## config.mk

```make
export PLATFORM = sky130hd
export DESIGN_NAME = prefetch_buffer
export DESIGN_NICKNAME = d
export VERILOG_FILES = /design/src/rtl/prefetch_buffer_pkg.sv /design/src/rtl/prefetch_fifo.sv /design/src/rtl/prefetch_buffer.sv
export SDC_FILE = /design/constraint.sdc
export NUM_CORES = 1
export LEC_CHECK = 0
export CORE_MARGIN = 2
export CORE_UTILIZATION = 55
export DETAILED_ROUTE_END_ITERATION = 7
export GPL_TIMING_DRIVEN = 0
export PLACE_DENSITY_LB_ADDON = 0.15
export SLEW_MARGIN = 30
export SYNTH_ARGS = -nofsm -noshare
export SYNTH_HDL_FRONTEND = slang
export SYNTH_HIERARCHICAL = 1
export SYNTH_SLANG_ARGS = --single-unit
```

## constraint.sdc

```tcl
create_clock -name clock -period 3.5 [get_ports clock]
set_clock_uncertainty 0.05 [all_clocks]
set_input_delay 0.7 -clock clock [delete_from_list [all_inputs] [get_ports clock]]
set_output_delay 0.7 -clock clock [all_outputs]
set_load 0.03 [all_outputs]
```

## src/rtl/prefetch_buffer_pkg.sv

```systemverilog
// -----------------------------------------------------------------------------
// prefetch_buffer_pkg
// Shared configuration for the instruction prefetch buffer: default buffer
// depth, default first prefetch address, and the controller state type.
// No ports (package).
// -----------------------------------------------------------------------------
package prefetch_buffer_pkg;

  // Number of buffered instruction words (power of two, >= 2).
  localparam int prefetch_depth = 4;

  // First address prefetched after reset.
  localparam logic [31:0] start_base_addr = 32'h0000_0000;

  // IDLE  : single cycle after reset before prefetching starts
  // FETCH : normal operation, requests issued while there is room
  // DROP  : redirect happened while a read was in flight; wait for it and
  //         throw its data away
  typedef enum logic [1:0] {
    IDLE  = 2'd0,
    FETCH = 2'd1,
    DROP  = 2'd2
  } prefetch_state_t;

endpackage

```

## src/rtl/prefetch_fifo.sv

```systemverilog
// -----------------------------------------------------------------------------
// prefetch_fifo
// Word storage for the prefetch buffer: a circular array of depth entries
// with write and read pointers. The data array itself is never reset; the
// owner tracks occupancy and only looks at rd_data when an entry is valid.
//
// Ports
//   clk      in   clock, rising edge
//   rst_n    in   asynchronous active-low reset (pointers only)
//   flush    in   discard all entries (pointers back to 0)
//   wr_en    in   write wr_data at the tail
//   wr_data  in   word to store
//   rd_en    in   drop the head entry
//   rd_data  out  head entry (combinational from the read pointer)
// -----------------------------------------------------------------------------
module prefetch_fifo #(
  parameter int depth = 4,
  parameter int width = 32
) (
  input  logic             clk,
  input  logic             rst_n,
  input  logic             flush,
  input  logic             wr_en,
  input  logic [width-1:0] wr_data,
  input  logic             rd_en,
  output logic [width-1:0] rd_data
);

  localparam int aw = (depth > 1) ? $clog2(depth) : 1;

  logic [width-1:0] mem_reg [depth];
  logic [aw-1:0]    wr_ptr_reg;
  logic [aw-1:0]    rd_ptr_reg;

  always_ff @(posedge clk) begin
    if (wr_en) begin
      mem_reg[wr_ptr_reg] <= wr_data;
    end
  end

  // depth is a power of two, so the pointers wrap by natural overflow.
  always_ff @(posedge clk or negedge rst_n) begin
    if (!rst_n) begin
      wr_ptr_reg <= '0;
      rd_ptr_reg <= '0;
    end else if (flush) begin
      wr_ptr_reg <= '0;
      rd_ptr_reg <= '0;
    end else begin
      if (wr_en) wr_ptr_reg <= wr_ptr_reg + 1'b1;
      if (rd_en) rd_ptr_reg <= rd_ptr_reg + 1'b1;
    end
  end

  // Same-cycle read of the head: the core sees a stored word one cycle after
  // it was written.
  assign rd_data = mem_reg[rd_ptr_reg];

endmodule

```

## src/rtl/prefetch_buffer.sv

```systemverilog
// -----------------------------------------------------------------------------
// prefetch_buffer
// Sequential instruction prefetcher between a core fetch port and a BRAM
// read port. Keeps up to depth consecutive words ahead of the core, pops on
// a hit, and restarts from the requested address on a miss. At most one
// memory read is in flight; a redirect during an in-flight read waits in
// DROP for that read and discards it.
//
// Optional feature (macro PREFETCH_BYPASS_EN): with an empty buffer, a read
// returning the exact word the core is asking for is forwarded to the core
// in the same cycle instead of being stored.
//
// Parameters
//   depth       buffered words (power of two, >= 2)
//   start_addr  first prefetch address after reset
//
// Ports
//   clock        in   clock, rising edge
//   reset        in   asynchronous active-low reset
//   fetch_valid  in   core requests the word at fetch_addr
//   fetch_addr   in   requested byte address, bits [1:0] ignored
//   fetch_ready  out  fetch_rdata holds the word at fetch_addr this cycle
//   fetch_rdata  out  instruction word
//   mem_valid    out  read request to memory
//   mem_addr     out  word-aligned read address
//   mem_ready    in   memory accepted the request, mem_rdata valid
//   mem_rdata    in   read data
// -----------------------------------------------------------------------------
module prefetch_buffer
  import prefetch_buffer_pkg::*;
#(
  parameter int          depth      = prefetch_depth,
  parameter logic [31:0] start_addr = start_base_addr
) (
  input  logic        clock,
  input  logic        reset,
  input  logic        fetch_valid,
  input  logic [31:0] fetch_addr,
  output logic        fetch_ready,
  output logic [31:0] fetch_rdata,
  output logic        mem_valid,
  output logic [31:0] mem_addr,
  input  logic        mem_ready,
  input  logic [31:0] mem_rdata
);

  localparam int             cw         = $clog2(depth) + 1;
  localparam logic [cw-1:0]  depth_c    = cw'(depth);
  localparam logic [29:0]    start_word = start_addr[31:2];

  // Addresses are kept as 30-bit word addresses; incrementing by one word
  // therefore wraps modulo 2^32 in byte terms.
  prefetch_state_t state_reg, state_next;
  logic [cw-1:0]   count_reg, count_next;
  logic [29:0]     head_word_reg, head_word_next;
  logic [29:0]     fill_word_reg, fill_word_next;
  logic [29:0]     drop_word_reg, drop_word_next;

  logic [29:0] fetch_word;
  logic        unused_addr_bits;
  logic        addr_match;
  logic        miss;
  logic        hit;
  logic        bypass;
  logic        push;
  logic        flush;
  logic [31:0] head_data;

  assign fetch_word       = fetch_addr[31:2];
  assign unused_addr_bits = ^fetch_addr[1:0];

  // A miss is an address mismatch. Asking for the head address while the
  // buffer is still empty simply waits for the data already on its way.
  assign addr_match = (fetch_word == head_word_reg);
  assign miss       = fetch_valid && !addr_match;
  assign hit        = fetch_valid && addr_match && (count_reg != '0);

  // In FETCH, room in the buffer means a request is (or stays) outstanding;
  // count < depth is count + outstanding < depth with one request at most.
  // DROP keeps the abandoned request on the bus until memory completes it.
  assign mem_valid = ((state_reg == FETCH) && (count_reg < depth_c)) ||
                     (state_reg == DROP);
  assign mem_addr  = {(state_reg == DROP) ? drop_word_reg : fill_word_reg, 2'b00};

`ifdef PREFETCH_BYPASS_EN
  // Empty buffer in FETCH means head == fill == mem_addr.
  assign bypass = (state_reg == FETCH) && (count_reg == '0) && mem_ready &&
                  fetch_valid && (fetch_word == fill_word_reg);
`else
  assign bypass = 1'b0;
`endif

  // Returning data is discarded on a miss in the same cycle.
  assign push  = (state_reg == FETCH) && mem_valid && mem_ready && !miss && !bypass;
  assign flush = miss && (state_reg == FETCH);

  assign fetch_ready = hit || bypass;
  assign fetch_rdata = bypass ? mem_rdata : ((count_reg != '0) ? head_data : 32'h0);

  prefetch_fifo #(
    .depth (depth),
    .width (32)
  ) u_fifo (
    .clk     (clock),
    .rst_n   (reset),
    .flush   (flush),
    .wr_en   (push),
    .wr_data (mem_rdata),
    .rd_en   (hit),
    .rd_data (head_data)
  );

  always_comb begin
    state_next     = state_reg;
    count_next     = count_reg;
    head_word_next = head_word_reg;
    fill_word_next = fill_word_reg;
    drop_word_next = drop_word_reg;

    unique case (state_reg)
      IDLE: begin
        state_next = FETCH;
        if (miss) begin
          head_word_next = fetch_word;
          fill_word_next = fetch_word;
        end
      end

      FETCH: begin
        if (miss) begin
          count_next     = '0;
          head_word_next = fetch_word;
          fill_word_next = fetch_word;
          // Read still in flight: remember its address and wait it out.
          if (mem_valid && !mem_ready) begin
            state_next     = DROP;
            drop_word_next = fill_word_reg;
          end
        end else begin
          if (hit || bypass) head_word_next = head_word_reg + 30'd1;
          if (push || bypass) fill_word_next = fill_word_reg + 30'd1;
          case ({push, hit})
            2'b10:   count_next = count_reg + cw'(1);
            2'b01:   count_next = count_reg - cw'(1);
            default: count_next = count_reg;
          endcase
        end
      end

      DROP: begin
        // Buffer is empty here; a new miss just retargets the restart point.
        if (miss) begin
          head_word_next = fetch_word;
          fill_word_next = fetch_word;
        end
        if (mem_ready) state_next = FETCH;
      end

      default: state_next = IDLE;
    endcase
  end

  always_ff @(posedge clock or negedge reset) begin
    if (!reset) begin
      state_reg     <= IDLE;
      count_reg     <= '0;
      head_word_reg <= start_word;
      fill_word_reg <= start_word;
      drop_word_reg <= start_word;
    end else begin
      state_reg     <= state_next;
      count_reg     <= count_next;
      head_word_reg <= head_word_next;
      fill_word_reg <= fill_word_next;
      drop_word_reg <= drop_word_next;
    end
  end

endmodule

```

; Yosys cells after proc, flatten, opt, wreduce, memory -nomap -nowiden
; Memory sizes are Yosys's and may differ from the RTL's.
; Cells that the tools add are included.
[word_totals]
mem_bits_rw = 128
regBits = 99
mem_count = 1
elab_cells = 72
[memory_table]
columns = name, words, word_bits, rd, rd_clocked_by_memory_dff, write_ports, line_no
row1 = u_fifo.mem_reg, 4, 32, 1, 0, 1, prefetch_fifo.sv:31  ; logic [width-1:0] mem_reg [depth];
[classes]
n_mux = 21
eq_ne = 11
n_reduce_logical = 25
n_lt_le_gt_ge = 1
addsub = 6
[op_table]
columns = op, n
row1 = 30-bit 2-to-1 mux, 6
row2 = 30-bit case mux with 2 select lines, 2
row3 = 30-bit by 1-bit adder with 30-bit output (second input constant), 2
row4 = 32-bit 2-to-1 mux, 1
row5 = 30-bit == test, 1
row6 = 2-bit 2-to-1 mux, 7
row7 = 3-bit AND reduction, 4
row8 = 1-bit logical AND, 9
row9 = 3-bit != test (second input constant), 2
row10 = 2-bit case mux with 3 select lines, 1
row11 = 3-bit case mux with 2 select lines, 1
row12 = 2-bit nonzero test, 3
row13 = 3-bit nonzero test, 2
row14 = 2-bit by 1-bit adder with 2-bit output (second input constant), 2
row15 = 2-bit by 1-bit == test with 1-bit output (second input constant), 2
row16 = 2-bit == test (second input constant), 2
row17 = 2-bit by 1-bit != test with 1-bit output (second input constant), 2
row18 = 2-bit != test (second input constant), 2
row19 = 3-bit by 1-bit adder with 3-bit output (second input constant), 1
row20 = 1-bit zero test, 3
row21 = 3-bit < comparator (second input constant), 1
row22 = 3-bit 2-to-1 mux, 1
row23 = 3-bit by 1-bit subtractor with 3-bit output (second input constant), 1
row24 = 2-bit zero test, 1
row25 = 4 further kinds, 5

; Logic depth before layout (Yosys ltp)
; Gate-level depths: netlist (run 1).
[logic_depth]
word_depth = 9
depth_mapped = 11
mapped_depth_nobuf = 9

; By module
; The synthesis (run 1) kept the hierarchy.
[modules_own_cells]
columns = module, instances, area_per_inst_um2, seq_area_each_um2, cells_each
row1 = prefetch_buffer, 1, 6607.6, 2377.3, 724
row2 = prefetch_fifo, 1, 4918.5, 3943.8, 191

; Worst setup path before layout (run 1)
; No wires, ideal clock.
[synth_path]
kind = input port to output port
from = input fetch_addr[24]
to = output fetch_ready
t_required_ps = 2750
arrival_ps = 2552
path_slack_ps = 198
path_buffers = 0
path_stages = 4
path_cell_list = xnor2_1 > nand4_1 > or4_4 > nor3_1
[synth_via]
elab_chain_cells = 3
[synth_lines]
columns = item, line_no
row1 = from (decl), prefetch_buffer.sv:38  ; input logic [31:0] fetch_addr,
row2 = 30-bit == test, prefetch_buffer.sv:74  ; assign addr_match = (fetch_word == head_word_reg);
row3 = 1-bit logical AND (2 in a row), prefetch_buffer.sv:76  ; assign hit = fetch_valid && addr_match && (count_reg != '0);
row4 = to (decl), prefetch_buffer.sv:39  ; output logic fetch_ready,
; Every way passes these cells.

; Worst setup path after layout (run 1)
[layout_path]
from = input fetch_addr[3]
to = output fetch_ready
; Same word-level chain as after synthesis.

==> results by stage, run 1 <==
Status:
- The flow ran to the end, and the final reports show no timing, DRC or antenna violations.

Critical path:
- The kind of critical path is input port to primary output.
- The worst register-to-register path has a depth of 8.
- The worst setup path is captured at a primary output.
- The reg-to-reg critical path endpoint is u_fifo/mem_reg[0][1].
- The worst register-to-register path begins at state_reg[0].
- The setup check on the worst reg-to-reg path leaves a slack of 270 ps.
- The critical path launch point type is an input port.
- STA puts the critical path data arrival time at about 2700 ps.
- The maximum fanout along the worst path is 4.
- The data required time of the worst path is 2750 ps.

Route:
- Dividing the detail-routed via count by the number of cells gives slightly above 6.
- For this block, the via count after detailed routing is 8343.
- The first detailed-routing pass took 7 iterations.
- The number of design rule violations left after detail routing is 0.
- The number of DRC markers after the initial detailed-route iteration is 729.
- The total wire length after detailed routing is around 30000 µm.
- Dividing the detail-routed wire length by the instance count gives 22.1 µm.
- In this run the remaining antenna-violating nets after routing total 0.

Yosys:
- The most used flip-flop cell after synthesis is sky130_fd_sc_hd__edfxtp_1.
- The top-area cell type share of the netlist area is 0.333.
- The most numerous cell in the Yosys netlist is sky130_fd_sc_hd__edfxtp_1.
- Summed over all instances, the cell type with the most area after synthesis is sky130_fd_sc_hd__edfxtp_1.
- The Yosys step of the flow raised 6 warnings.
- Synthesis handed over a netlist of 915 instances.
- By count the netlist is led by 128 x sky130_fd_sc_hd__edfxtp_1, 99 x sky130_fd_sc_hd__dfrtp_1, 76 x sky130_fd_sc_hd__nand2_1, 44 x sky130_fd_sc_hd__mux2i_1, 43 x sky130_fd_sc_hd__and2_1.
- Synthesis inferred 227 register bits.
- The count of flip-flops with a built-in enable after synthesis is 128.
- The average instance area after synthesis is 12.6 µm².
- For this run, asynchronously set or reset flops after synthesis account for 0.436.
- For this run, the register share of the synthesized area comes to 0.548.
- The combined area of all synthesized cells is approximately 12000 µm².
- In the post-synthesis netlist, the biggest area contributors are sky130_fd_sc_hd__edfxtp_1 33%, sky130_fd_sc_hd__dfrtp_1 21%, sky130_fd_sc_hd__mux4_2 5.3%, sky130_fd_sc_hd__mux2i_1 3.8%, sky130_fd_sc_hd__mux2_4 3.8%.
- Yosys mapped the design onto 74 distinct sky130hd cell types.

Clock tree:
- The clock latency reported for the late side of the worst-skew pair is 530 ps.
- For this design, the sink count on the clock tree is 227.
- The hold-fix buffer count after cts is 0.
- CTS built an H-tree with a depth of 1.
- After clock tree synthesis, the clock-pin slew on the worst setup and hold paths is about 60 ps.
- The TritonCTS clock tree is built.
- TritonCTS created 24 clock buffers.
- The root buffer cell is sky130_fd_sc_hd__clkbuf_16.
- The longest clock path from root to sink contains 3 buffers.

Finish:
- The register with the most flip-flops in the layout has between 100 and 150 of them.
- The ratio of cells with drive above 1 in the final layout is 0.170.
- The repair_antennas step left the layout with diodes totalling 0.
- From synthesis to final layout, the design area changed by 24.3%.
- For this run, the number of standard cells in the final layout without fillers is 1367.
- Counting the fill cells in the layout gives 1490.
- The final instance area is 14300 µm².
- The final net count is 1154.

Global routing:
- The number of global-route vias before repair is 8304.
- The first global-routing pass estimated 47000 µm of wire.
- The total grt overflow is 0.
- The number of antenna violations at the first check in global routing came to 0.
- The pin count of the biggest net entering global routing is 53.
- The global router's overall resource usage is 0.276.

Timing:
- The post-route clock period utilization is 0.983.
- The headroom to the max-slew limit is 0.505.
- At the pin with the least slew margin, the transition time is 736 ps.
- Setup violations remaining at the end of the flow were counted as 0.
- The final number of hold-violating endpoints is 0.
- The worst hold margin is 60.0 ps.
- The time the worst path needs with I/O delays and setup is 3440 ps.
- The number of pins exceeding their max-slew limit in the final report is 0.
- Setup repair after global routing left no endpoint under its margin.
- Derived from the worst setup path, the maximum achievable clock frequency is 291 MHz.

Floorplan:
- The die covers 22100 µm².
- After floorplanning, the core was sized to cover 20400 µm².
- 134 I/O pins were placed.
- In this run the horizontal extent of the chip is 149 µm.
- Measured along the y axis, the die boundary spans 149 µm.
- The initial core utilization is 0.564.
- The number of rows in the core area is 52.

Power and ir drop:
- Power spread over the standard cell area amounts to 709 nW/µm².
- The worst ir drop on vdd is 597 µV.
- The analysis attributes to cell leakage a power of 5.53 nW.

Place:
- Buffers placed on the I/O ports in this run total 129.
- The detailed-placement wirelength estimate is 20800 µm.
- The final weighted congestion of routability-driven global placement is approximately 0.9.
- The placed instance area is 13300 µm².
- The placed cell count is 1320.

Worst hold path:
- The min-delay analysis places its worst path in the category input port to asynchronous set/reset pin.

Flow run:
- The number of maximum-capacitance constraint violations is 0.
[final cells by class]
cell class,instances,area (µm²),share of cell area
clock inverter,15,200,0.0140
inverter,39,146,0.0102
tap,270,338,0.0236
timing repair buffer,137,1450,0.101
multi-input combinational,592,4820,0.336
buffer,58,383,0.0267
sequential,227,6320,0.441
clock buffer,29,671,0.0468
[placed cells by master (no fill, tap or decap), types with 6 or more instances in the layout]
| master | netlist | routed |
|---|---|---|
| sky130_fd_sc_hd__clkbuf_16 | 0 | 25 |
| sky130_fd_sc_hd__mux2_2 | 9 | 9 |
| sky130_fd_sc_hd__and4_1 | 10 | 10 |
| sky130_fd_sc_hd__nand4_1 | 12 | 12 |
| sky130_fd_sc_hd__dfrtp_1 | 99 | 99 |
| sky130_fd_sc_hd__xnor2_2 | 1 | 7 |
| sky130_fd_sc_hd__and3_1 | 20 | 20 |
| sky130_fd_sc_hd__o22ai_1 | 26 | 26 |
| sky130_fd_sc_hd__o21ai_0 | 38 | 38 |
| sky130_fd_sc_hd__xnor2_1 | 15 | 9 |
| sky130_fd_sc_hd__a21oi_1 | 18 | 18 |
| sky130_fd_sc_hd__edfxtp_1 | 128 | 128 |
| sky130_fd_sc_hd__nor2_1 | 38 | 37 |
| sky130_fd_sc_hd__a22oi_1 | 24 | 24 |
| sky130_fd_sc_hd__nor3_1 | 12 | 11 |
| sky130_fd_sc_hd__clkinv_2 | 0 | 7 |
| sky130_fd_sc_hd__dlymetal6s2s_1 | 0 | 6 |
| sky130_fd_sc_hd__inv_1 | 39 | 39 |
| sky130_fd_sc_hd__o2bb2ai_1 | 14 | 14 |
| sky130_fd_sc_hd__nand2_1 | 76 | 76 |
| sky130_fd_sc_hd__ha_1 | 6 | 6 |
| sky130_fd_sc_hd__clkbuf_2 | 0 | 7 |
| sky130_fd_sc_hd__mux2_4 | 29 | 29 |
| sky130_fd_sc_hd__clkbuf_1 | 25 | 19 |
| sky130_fd_sc_hd__and2_1 | 43 | 39 |
| sky130_fd_sc_hd__xor2_1 | 16 | 16 |
| sky130_fd_sc_hd__buf_4 | 9 | 13 |
| sky130_fd_sc_hd__buf_2 | 14 | 14 |
| sky130_fd_sc_hd__mux2i_1 | 44 | 44 |
| sky130_fd_sc_hd__a2bb2oi_1 | 8 | 8 |
| sky130_fd_sc_hd__mux4_2 | 27 | 27 |
| sky130_fd_sc_hd__clkdlybuf4s50_1 | 0 | 119 |
| sky130_fd_sc_hd__nand3_1 | 27 | 27 |
[logic make-up (layout without fill, tap and decap cells)]
| kind of cell | Yosys count | count (layout) | synth area share |
|---|---|---|---|
| XOR/XNOR | 32 | 32 | 0.0250 |
| AND/OR/NAND/NOR | 270 | 270 | 0.125 |
| adder cells (fa/ha/maj) | 7 | 7 | 0.00825 |
| multiplexers | 114 | 114 | 0.149 |
| flip-flops | 227 | 227 | 0.548 |
| other | 1 | 2 | 0.000325 |
| AO/OA/AOI/OAI | 167 | 167 | 0.0993 |
| buffers and inverters | 97 | 278 | 0.0452 |
[worst max-delay path by stage]
stage,startpoint,slack (ps),endpoint,depth (start not counted)
after global routing,fetch_addr[20],5,fetch_ready,6
after detailed placement,fetch_addr[28],-1080,fetch_ready,6
after global placement,reset,-2310,head_word_reg[20],1
after floorplan,fetch_addr[24],200,fetch_ready,4
after CTS,fetch_addr[8],0.4,fetch_ready,6
final,fetch_addr[3],60,fetch_ready,6
[per-stage QoR]
| stage | setup slack, ps | TNS [ps] | utilization | power, mW |
|---|---|---|---|---|
| 2_1_floorplan | 198 | 0 | - | 5.97 |
| 3_3_place_gp | -2310 | -401840 | 0.644 | 7.22 |
| 3_5_place_dp | -1080 | -70270 | 0.650 | 7.30 |
| 4_1_cts | 0.448 | 0 | 0.697 | 10.1 |
| 5_1_grt | 5.11 | 0 | 0.701 | 10.6 |
| 6_report | 58.1 | 0 | 0.701 | 10.2 |
[worst max-delay path, cell delays in order]
cell and delay, ps:
sky130_fd_sc_hd__clkdlybuf4s50_1 570, sky130_fd_sc_hd__xnor2_2 150, sky130_fd_sc_hd__nand4_1 210, sky130_fd_sc_hd__or4_4 660, sky130_fd_sc_hd__nor3_4 190, sky130_fd_sc_hd__buf_4 210
[report_power, final]
part	leakage [nW]	internal [mW]	total, mW	switching (mW)
Clock	0.432	1.73	2.78	1.05
Sequential	2.31	3.36	3.81	0.447
Combinational	2.78	1.56	3.57	2.01
[routing by layer]
metal  vias up  track usage  part of all wire
li1       3770            -                 -
met1      4123        0.371              0.41
met2       379        0.456              0.48
met3        71       0.0450             0.075
met4         0        0.110             0.043
met5         -            0                 0
[repair_timing]
| action | in CTS | in global routing |
|---|---|---|
| endpoints found under the hold margin | 0 | 0 |
| gates resized for setup | 25 | 17 |
| buffers inserted | 1 | 2 |
| endpoints found under the setup margin | 66 | 38 |
| pin swaps | 3 | 7 |
No activity file was read; power rests on OpenSTA's default activity.
==> run 2, diff against run 1 <==
--- a/config.mk
+++ b/config.mk
@@ -10,6 +10,7 @@
 export DETAILED_ROUTE_END_ITERATION = 7
 export GPL_TIMING_DRIVEN = 0
 export PLACE_DENSITY_LB_ADDON = 0.15
+export RECOVER_POWER = 25
 export SLEW_MARGIN = 30
 export SYNTH_ARGS = -nofsm -noshare
 export SYNTH_HDL_FRONTEND = slang
==> run 2 against run 1 <==
The run now ends with capacitance limit, slew limit left; fmax is essentially flat; die area stayed put; global-route usage is the same; critical endpoint unchanged; largest cell class unchanged.
==> results by stage, run 2 (synthesis results as in run 1) <==
Critical path:
- The reg-to-reg critical path endpoint is u_fifo/mem_reg[0][1] (unchanged).
- The worst reg-to-reg setup slack was 280 ps (was 270 ps).
- The data required time of the worst path is 2750 ps (about the same).
- The critical path capture point type is a primary output (unchanged).
- The launching point of the worst reg2reg path is state_reg[0] (unchanged).
- The worst path arrival time is 2690 ps (about the same).
- The critical path launch point type is an input port (unchanged).
- The maximum fanout along the worst path is 7 (was 4).
- The count of cells along the worst register-to-register path is 8 (unchanged).
- The kind of critical path is input port to primary output (unchanged).

Floorplan:
- The vertical extent of the die is 149 µm (unchanged).
- The die footprint is 22100 µm² (unchanged).
- The core region area is 20400 µm² (unchanged).
- The horizontal die dimension came to 149 µm (unchanged).
- The initial core utilization is 0.564 (unchanged).
- The number of rows in the core area was 52 (unchanged).
- The I/O pin count is 134 (unchanged).

Flow run:
- The number of maximum-capacitance constraint violations is 1 (was 0).

Route:
- The antenna violation net count after detailed routing was 0 (unchanged).
- The detailed-route vias per instance was 6.07 (was 6.10).
- The total wire length after detailed routing was 30100 µm (was 30200 µm).
- The number of detailed-route iterations in the first pass is 5 (was 7).
- The number of design rule violations left after detail routing is 0 (unchanged).
- The routed wire length per instance is 22.0 µm (was 22.1 µm).
- The number of DRC markers after the initial detailed-route iteration is 648 (was 729).
- The total via count after detailed routing came to 8302 (was 8343).

Place:
- The detailed-placement wirelength estimate is 20800 µm (unchanged).
- The placed cell count is 1320 (unchanged).
- The count of buffers inserted at the top-level ports is 129 (unchanged).
- The final weighted congestion of routability-driven global placement is 0.916 (unchanged).

Worst hold path:
- The class of the tightest hold or removal check is flop to flop (was input port to asynchronous set/reset pin).
- Along the worst hold path, the cell count comes to 1.
- The startpoint identified for the worst hold timing path is drop_word_reg[3].
- The worst hold endpoint is drop_word_reg[3].

Power and ir drop:
- The net switching component of the power was 3.51 mW (about the same).
- The overall power of the completed layout came to 10.2 mW (about the same).
- The cell internal power dissipation is 6.65 mW (about the same).
- The part of the total power dissipated in sequential elements is 0.375 (about the same).
- The power per cell area is 709 nW/µm² (about the same).
- The worst ir drop on vdd is 597 µV (about the same).
- The relative contribution of the clock network to total power is 0.274 (about the same).
- The switching part of the total power is 0.345 (about the same).
- The power share of the combinational group is 0.351 (was 0.352).
- The leakage power total was 5.53 nW (about the same).

Global routing:
- The number of global-route vias before repair came to 8304 (unchanged).
- The wire length of the first global-routing pass came to 47000 µm (unchanged).
- The total grt overflow is 0 (unchanged).
- The global router's overall resource usage is 0.276 (unchanged).
- The pin count of the biggest net entering global routing came to 53 (unchanged).
- The number of antenna violations at the first check in global routing is 1 (was 0).

Clock tree:
- The hold-fix buffer count after cts came to 0 (unchanged).
- The clock input transition at the sequential cells of the worst setup and hold paths is 60 ps (about the same).
- The root buffer cell is sky130_fd_sc_hd__clkbuf_16 (unchanged).
- The number of buffers between clock root and the deepest sink is 3 (unchanged).
- The number of clock buffers inserted by TritonCTS is 24 (unchanged).
- The clock latency reported for the late side of the worst-skew pair is 520 ps (was 530 ps).
- The TritonCTS clock tree is built (unchanged).
- The CTS sink count was 227 (unchanged).
- The H-tree level count came to 1 (unchanged).

Finish:
- The non-filler instance count after layout is 1368 (was 1367).
- The final net count is 1154 (unchanged).
- The total of fill cells in the finished design is 1489 (was 1490).
- The area occupied by registers is 6320 µm² (unchanged).
- The number of flip-flops in the largest register came to 128 (unchanged).
- The growth of design area from synthesis to finish is 24.3% (about the same).
- The area used by multi-input combinational logic was 4820 µm² (unchanged).
- The most common cell after layout, fill and taps aside is sky130_fd_sc_hd__edfxtp_1 (unchanged).
- The ratio of cells with drive above 1 in the final layout is 0.169 (was 0.170).
- Commonest non-fill, non-tap cells in the layout: 128 x sky130_fd_sc_hd__edfxtp_1, 111 x sky130_fd_sc_hd__clkdlybuf4s50_1, 99 x sky130_fd_sc_hd__dfrtp_1, 76 x sky130_fd_sc_hd__nand2_1, 44 x sky130_fd_sc_hd__mux2i_1 (was 128 x sky130_fd_sc_hd__edfxtp_1, 119 x sky130_fd_sc_hd__clkdlybuf4s50_1, 99 x sky130_fd_sc_hd__dfrtp_1, 76 x sky130_fd_sc_hd__nand2_1, 44 x sky130_fd_sc_hd__mux2i_1).

Timing:
- The final number of hold-violating endpoints was 0 (unchanged).
- The post-route clock period utilization was 0.983 (about the same).
- The number of pins exceeding their max-slew limit in the final report came to 48 (was 0).
- The headroom to the max-slew limit is -0.960 (was 0.505).
- The maximum frequency from static timing analysis is 291 MHz (about the same).
- The transition time at the pin with the least slew margin is 2940 ps (was 736 ps).
- The number of failing setup endpoints in the final timing report is 0 (unchanged).
- The time the worst path needs with I/O delays and setup came to 3440 ps (about the same).
- Unrepaired setup endpoints after global routing: no (unchanged).

Status:
- Outcome: finished, violations left (was completed).
- The final reports fail on capacitance limit, slew limit.
## run 2: cell type report
type,count,share of cell area
Buffer,58,0.0267
Clock inverter,15,0.0140
Inverter,39,0.0102
Antenna cell,1,0.000175
Multi-Input combinational cell,592,0.337
Clock buffer,29,0.0468
Timing Repair Buffer,137,0.101
Sequential cell,227,0.441
Tap cell,270,0.0236
## run 2: worst max-delay path by stage
stage,from,to,cells after the start
2_1_floorplan,fetch_addr[24],fetch_ready,4
3_3_place_gp,reset,head_word_reg[20],1
3_5_place_dp,fetch_addr[28],fetch_ready,6
4_1_cts,fetch_addr[8],fetch_ready,6
5_1_grt,fetch_addr[20],fetch_ready,6
6_report,fetch_addr[20],fetch_ready,6
## run 2: timing repair
action,in CTS,in global routing
setup buffers,1,2
setup endpoints to repair,66,38
pin swaps,3,7
gates cloned,0,0
gates resized for setup,25,17
## run 2: power by group through the flow
stage | Combinational (mW) | Sequential [mW] | Clock [mW]
after floorplan | 2.26 | 3.70 | 0
after global placement | 3.42 | 3.81 | 0
after detailed placement | 3.47 | 3.83 | 0
after CTS | 3.52 | 3.79 | 2.84
after global routing | 3.80 | 3.88 | 2.93
final | 3.57 | 3.81 | 2.78
## run 2: layer usage
metal  GRT usage  wire (µm)  part of all wire  up-vias
met3      0.0450       2080             0.069       74
met1       0.371      12400              0.41     4092
met4       0.110       1340             0.044        0
li1            -          -                 -     3783
met5           0          0                 0        -
met2       0.456      14300              0.48      353
## run 2: metrics by stage
stage | setup TNS [ps] | instance area [µm²] | util | setup WS [ps] | hold WS (ps)
finish | 0 | 14300 | 0.701 | 59.7 | 461
CTS | 0 | 14200 | 0.697 | 0.448 | 71.2
global placement | -401840 | 13200 | 0.644 | -2310 | 435
global route | 0 | 14300 | 0.701 | 5.11 | 471
detailed placement | -70270 | 13300 | 0.650 | -1080 | 437
floorplan | 0 | 11500 | - | 198 | 354
## run 2: critical path, cell delays in order
cell and delay (ps):
sky130_fd_sc_hd__clkdlybuf4s50_1 550, sky130_fd_sc_hd__xor2_1 240, sky130_fd_sc_hd__nor4_2 450, sky130_fd_sc_hd__nand4_4 270, sky130_fd_sc_hd__nor3_4 280, sky130_fd_sc_hd__buf_4 210
